===== config.mk =====
export PLATFORM = sky130hd
export DESIGN_NAME = add_accum_unit
export DESIGN_NICKNAME = d
export VERILOG_FILES = /design/src/rtl/add_pkg.sv /design/src/rtl/add_sat_core.sv /design/src/rtl/add_accum_unit.sv
export SDC_FILE = /design/constraint.sdc
export NUM_CORES = 1
export LEC_CHECK = 0
export CORE_ASPECT_RATIO = 1.25
export CORE_MARGIN = 4
export CORE_UTILIZATION = 40
export CTS_CLUSTER_DIAMETER = 50
export DETAILED_ROUTE_END_ITERATION = 7
export HOLD_SLACK_MARGIN = 0.02
export PLACE_DENSITY = 0.67
export SLEW_MARGIN = 20
export SYNTH_ARGS = -nofsm -noshare
export SYNTH_HDL_FRONTEND = slang
export SYNTH_HIERARCHICAL = 1
export SYNTH_SLANG_ARGS = --single-unit

===== constraint.sdc =====
create_clock -name clk -period 8.62 [get_ports clk]
set_input_delay 1.724 -clock clk [delete_from_list [all_inputs] [get_ports clk]]
set_output_delay 1.724 -clock clk [all_outputs]
set_load 0.005 [all_outputs]

===== src/rtl/add_pkg.sv =====
// Shared types and saturation-limit helpers for the add/accumulate datapath.
package add_pkg;

    typedef enum logic [1:0] {
        OP_ADD = 2'b00,
        OP_SUB = 2'b01,
        OP_ACC = 2'b10,
        OP_CLR = 2'b11
    } op_e;

    // Helpers return a wide vector; callers truncate to their own WIDTH (up to 64).
    localparam int MAX_WIDTH = 64;

    function automatic logic [MAX_WIDTH-1:0] sat_max(input int width, input logic is_signed);
        logic [MAX_WIDTH-1:0] v;
        v = '0;
        for (int i = 0; i < MAX_WIDTH; i++) begin
            if (i < width - int'(is_signed)) v[i] = 1'b1;
        end
        return v;
    endfunction

    function automatic logic [MAX_WIDTH-1:0] sat_min(input int width, input logic is_signed);
        logic [MAX_WIDTH-1:0] v;
        v = '0;
        for (int i = 0; i < MAX_WIDTH; i++) begin
            if (is_signed && (i == width - 1)) v[i] = 1'b1;
        end
        return v;
    endfunction

endpackage


===== src/rtl/add_sat_core.sv =====
// Combinational add/sub/accumulate core with carry, overflow and optional clamping.
module add_sat_core
    import add_pkg::*;
#(
    parameter int WIDTH    = 8,
    parameter int SIGNED   = 0,
    parameter int SATURATE = 0
) (
    input  logic [WIDTH-1:0] a,
    input  logic [WIDTH-1:0] b,
    input  logic [WIDTH-1:0] acc,
    input  op_e              op,
    output logic [WIDTH-1:0] result,
    output logic             carry,
    output logic             ovf
);

    localparam logic [WIDTH-1:0] SAT_MAX = WIDTH'(sat_max(WIDTH, SIGNED != 0));
    localparam logic [WIDTH-1:0] SAT_MIN = WIDTH'(sat_min(WIDTH, SIGNED != 0));

    logic [WIDTH-1:0] x;
    logic [WIDTH-1:0] y;
    logic             cin;
    logic [WIDTH:0]   sum;
    logic             ovf_raw;

    always_comb begin
        x   = a;
        y   = b;
        cin = 1'b0;
        unique case (op)
            OP_SUB: begin
                y   = ~b;
                cin = 1'b1;
            end
            OP_ACC: begin
                x = acc;
                y = a;
            end
            default: ;
        endcase

        sum = {1'b0, x} + {1'b0, y} + (WIDTH+1)'(cin);

        // Signed overflow: both addends share a sign the result does not.
        if (SIGNED != 0) begin
            ovf_raw = (x[WIDTH-1] == y[WIDTH-1]) && (sum[WIDTH-1] != x[WIDTH-1]);
        end else if (op == OP_SUB) begin
            ovf_raw = ~sum[WIDTH];
        end else begin
            ovf_raw = sum[WIDTH];
        end

        result = sum[WIDTH-1:0];
        carry  = sum[WIDTH];
        ovf    = ovf_raw;

        if ((SATURATE != 0) && ovf_raw) begin
            if (SIGNED != 0) begin
                result = a[WIDTH-1] ? SAT_MIN : SAT_MAX;
            end else begin
                result = (op == OP_SUB) ? SAT_MIN : SAT_MAX;
            end
        end

        if (op == OP_CLR) begin
            result = '0;
            carry  = 1'b0;
            ovf    = 1'b0;
        end
    end

endmodule


===== src/rtl/add_accum_unit.sv =====
// Registered add/sub/accumulate stage with an internal accumulator and valid/ready ports.
module add_accum_unit
    import add_pkg::*;
#(
    parameter int WIDTH    = 8,
    parameter int SIGNED   = 0,
    parameter int SATURATE = 0
) (
    input  logic             clk,
    input  logic             rst,
    input  logic             in_valid,
    output logic             in_ready,
    input  logic [1:0]       op,
    input  logic [WIDTH-1:0] a,
    input  logic [WIDTH-1:0] b,
    output logic             out_valid,
    input  logic             out_ready,
    output logic [WIDTH-1:0] c,
    output logic             carry,
    output logic             ovf
);

    op_e              op_sel;
    logic [WIDTH-1:0] acc;
    logic [WIDTH-1:0] core_result;
    logic             core_carry;
    logic             core_ovf;
    logic             accept;

    assign op_sel = op_e'(op);

    add_sat_core #(
        .WIDTH    (WIDTH),
        .SIGNED   (SIGNED),
        .SATURATE (SATURATE)
    ) u_core (
        .a      (a),
        .b      (b),
        .acc    (acc),
        .op     (op_sel),
        .result (core_result),
        .carry  (core_carry),
        .ovf    (core_ovf)
    );

    // Handshake: a beat transfers on any edge where valid && ready. in_ready
    // depends only on the output slot (empty, or being drained this cycle),
    // and the output beat holds c/carry/ovf stable until out_ready takes it.
    assign in_ready = !out_valid || out_ready;
    assign accept   = in_valid && in_ready;

    always_ff @(posedge clk) begin
        if (rst) begin
            out_valid <= 1'b0;
            c         <= '0;
            carry     <= 1'b0;
            ovf       <= 1'b0;
            acc       <= '0;
        end else begin
            if (accept) begin
                out_valid <= 1'b1;
                c         <= core_result;
                carry     <= core_carry;
                ovf       <= core_ovf;
                if (op_sel == OP_ACC) begin
                    acc <= core_result;
                end else if (op_sel == OP_CLR) begin
                    acc <= '0;
                end
            end else if (out_ready) begin
                out_valid <= 1'b0;
            end
        end
    end

endmodule


==> metrics.md <==
| Metric | Value |
|---|---|
| Post-Syn Area per Cell | roughly 8 um2 |
| Sum Neg Setup Slack | 0 ns |
| Hpwl dp | about 2.9 mm |
| Synth area leaders | dfxtp_1 (25%), a21oi_1 (9.3%), ha_1 (8.3%), mux2_2 (6.7%), o21ai_0 (5.3%) |
| Final worst path period need | between 5 and 6 ns |
| LEAKAGE | 0.717 nW |
| Minimum hold slack | 0.482 ns |
| Maximum root-to-sink buffer count | 2 |
| Chip Height | between 70 and 80 um |
| Area growth, synth to finish | 22.2% |
| Post-CTS Setup Bufs | 0 |
| Crit path DAT | about 5.2 ns |
| Clock Latency Late Sink | ~0.25 ns |
| Yosys warns | 6 |
| Worst setup startpoint | op[0] |
| Post-DRT Antenna Nets | 0 |
| Hold Vio Cnt, Final | 0 |
| Inst Count DP | 245 |
| Int Power | between 0.15 and 0.2 mW |
| Max-cap violation count | 0 |
| Port Buf Inserts | 33 |
| Die W | ~63 um |
| Yosys cell types | 42 |
| Htree depth | 1 |
| Clk network pwr share | 0.221 |
| Slew margin rel. | 0.559 |
| Antenna violations before repair | 0 |
| Largest net degree at the start of global routing | 21 |
| Hold-fix buffers, CTS | 0 |
| Critical path class | in -> reg |
| Tcrit/Tclk final | 0.594 |
| ANT cells | 0 |
| CP startpoint kind | input pin |
| R2R Path Start | acc[0] |
| Global placement routability congestion | between 0.8 and 0.9 |
| TritonCTS Buffers | 3 |
| Slew Viols, Final | 0 |
| Simple-gate portion of the synthesized area | 0.195 |
| DR vias | between 1000 and 1500 |
| CTS Sinks | 19 |
| Hold_sp | c[4] |
| Initial core utilization | 0.423 |
| Final setup fails | 0 |
| Tot GR Track Use | 0.166 |
| CTS Root Cell | clkbuf_8 |
| Largest family of logic cells by synthesized area | compound AO/OA/AOI/OAI gates |
| Status | complete, no violations |
| CORE AREA | approximately 3600 um2 |
| Worst Clk Skew | roughly 0.0034 ns |
| Clk pin slew, worst setup/hold paths | ~0.06 ns |
| Worst min path class | reg -> reg |
| Mux contribution to synthesized area | 0.0877 |
| CTS tree | done |
| Gr ovfl total | 0 |
| Die area | around 4800 um2 |
| Pre-Repair DR Iteration Count | 4 |
| CP required | roughly 8.7 ns |
| Synth top area share | 0.251 |
| Pwr Density | around 150 nW/um2 |
| DR DRC count | 0 |
| Detailed Route WL | 3.75 mm |
| Iteration-0 DRC Markers | between 100 and 150 |
| Cell Count, Final, Fillers Out | 249 |
| Seq pwr share | 0.360 |
| Vias per inst | ~5.8 |
| Share of layout cells above drive strength 1 | 0.0810 |
| Post-CTS sizing | 0 |
| # IOs | 34 |
| Post-synth EDFFs | 0 |
| Compound-cell area share of the yosys netlist | 0.250 |
| Multi-input logic area | approximately 990 um2 |
| Layout Utilization | 0.517 |
| Fmax | between 0.15 and 0.2 GHz |
| Reg area | 380 um2 |
| Cell Rows | 24 |
| Post-Synth Adder-Cell Area | 0.109 |
| #FFs+latches synth | 19 |
| First-pass GRT wire length | just under 7 mm |
| Nets | 245 |
| Wire length per cell | roughly 15 um |
| Switching part of the total | 0.324 |
| Mapped cell area | about 1500 um2 |
| Primary FF master, synth | dfxtp_1 |
| Async SR Flop Fraction | 0 |
| Post-synthesis net count | 221 |
| Final worst setup slack | approximately 3.5 ns |
| Leading area contributor after synthesis | dfxtp_1 |
| Register area share after synthesis | 0.251 |
| Worst slack, placed | 3.24 ns |
| RSZ-0062 raised after global routing | no |
| Crit Path Max Fanout | 16 |
| Critical Path Sink Type | flop |
| Xor/xnor share of the synthesized area | 0.0116 |
| Vias in the first global route | around 1500 |
| Least-Margin Pin Slew | between 0.6 and 0.7 ns |
| Syn Inst Count | 187 |
| Sw power | between 0.08 and 0.09 mW |
| Comb pwr share | 0.418 |
| VDD IR-drop max | ~110 uV |
| Filler Cells Inserted | between 300 and 400 |
## sequential cells by signal (all words and copies together) (netlist names)
name / cells
acc: 8
c: 8
carry: 1
out_valid: 1
ovf: 1
## cell usage in the layout, fill, tap and decap left out, drive strengths merged, types with 4 or more instances in the layout
master / netlist / final
dfxtp: 19 / 19
o21ai: 22 / 22
a21oi: 28 / 28
mux2: 10 / 10
clkdlybuf4s50: 0 / 33
inv: 14 / 14
a221oi: 7 / 7
clkbuf: 5 / 4
nor2b: 4 / 4
nor2: 14 / 14
nand3: 11 / 11
ha: 10 / 10
nand4b: 8 / 8
## cell type report
cell class / instances / area share
multi-input cells: 140 / 0.535
well taps: 39 / 0.0264
clock buffers: 4 / 0.0244
repair buffers: 33 / 0.179
flip-flops and latches: 19 / 0.206
inverters: 14 / 0.0298
## power groups by stage
stage | Combinational (mW) | Sequential, mW | Clock [mW]
after global placement | 0.109 | 0.0999 | 0
after CTS | 0.114 | 0.0983 | 0.0618
after global routing | 0.128 | 0.0991 | 0.0647
after floorplan | 0.0768 | 0.0998 | 0
after detailed placement | 0.113 | 0.100 | 0
final | 0.114 | 0.0983 | 0.0603
## metal layers
layer  up-vias  wire length [um]  GRT usage
met5         -                 0          0
met4         0                98     0.0706
met3         8               212     0.0336
met2        50              1780      0.278
met1       653              1660      0.202
li1        725                 -          -
## synthesized netlist by cell type (all sizes together) (4+ instances only)
master and count:
a21oi 28, o21ai 22, dfxtp 19, inv 14, nor2 14, nand3 11, ha 10, mux2 10
buf 9, nand4b 8, a221oi 7, clkbuf 5, nor2b 4
## worst max-delay path, cell delays in order
cell and delay (ns):
clkdlybuf4s50_1 0.59, inv_1 0.13, ha_1 0.53, nand2_1 0.09
o21ai_0 0.09, mux2i_1 0.13, fa_1 0.52, fa_1 0.42
nand2b_1 0.16, a21oi_1 0.26, a31oi_1 0.13, mux2_2 0.29
nand4b_1 0.09, a21oi_1 0.07
## stage by stage
| stage | power (mW) | area [um2] |
|---|---|---|
| 2_1_floorplan | 0.177 | 1510 |
| 3_3_place_gp | 0.209 | 1800 |
| 4_1_cts | 0.274 | 1850 |
| 6_report | 0.273 | 1850 |
| 5_1_grt | 0.292 | 1850 |
| 3_5_place_dp | 0.213 | 1800 |
## kinds of logic after synthesis
kind of cell               count (synthesis)
AOI/OAI and AO/OA                         65
xor gates and xnor gates                   2
adders and majority gates                 12
buffers and inverters                     28
DFF                                       19
muxes                                     12
and+or+nand+nor                           49
## path summary, 6_finish.rpt
kind              slack, ns  cells past startpoint      to
setup / recovery       3.50                     14  acc[6]
hold / removal         0.48                      2    c[4]
setup reg to reg       6.09                      9  acc[6]
hold reg to reg        0.48                      2    c[4]
No activity file was read; power rests on OpenSTA's default activity.
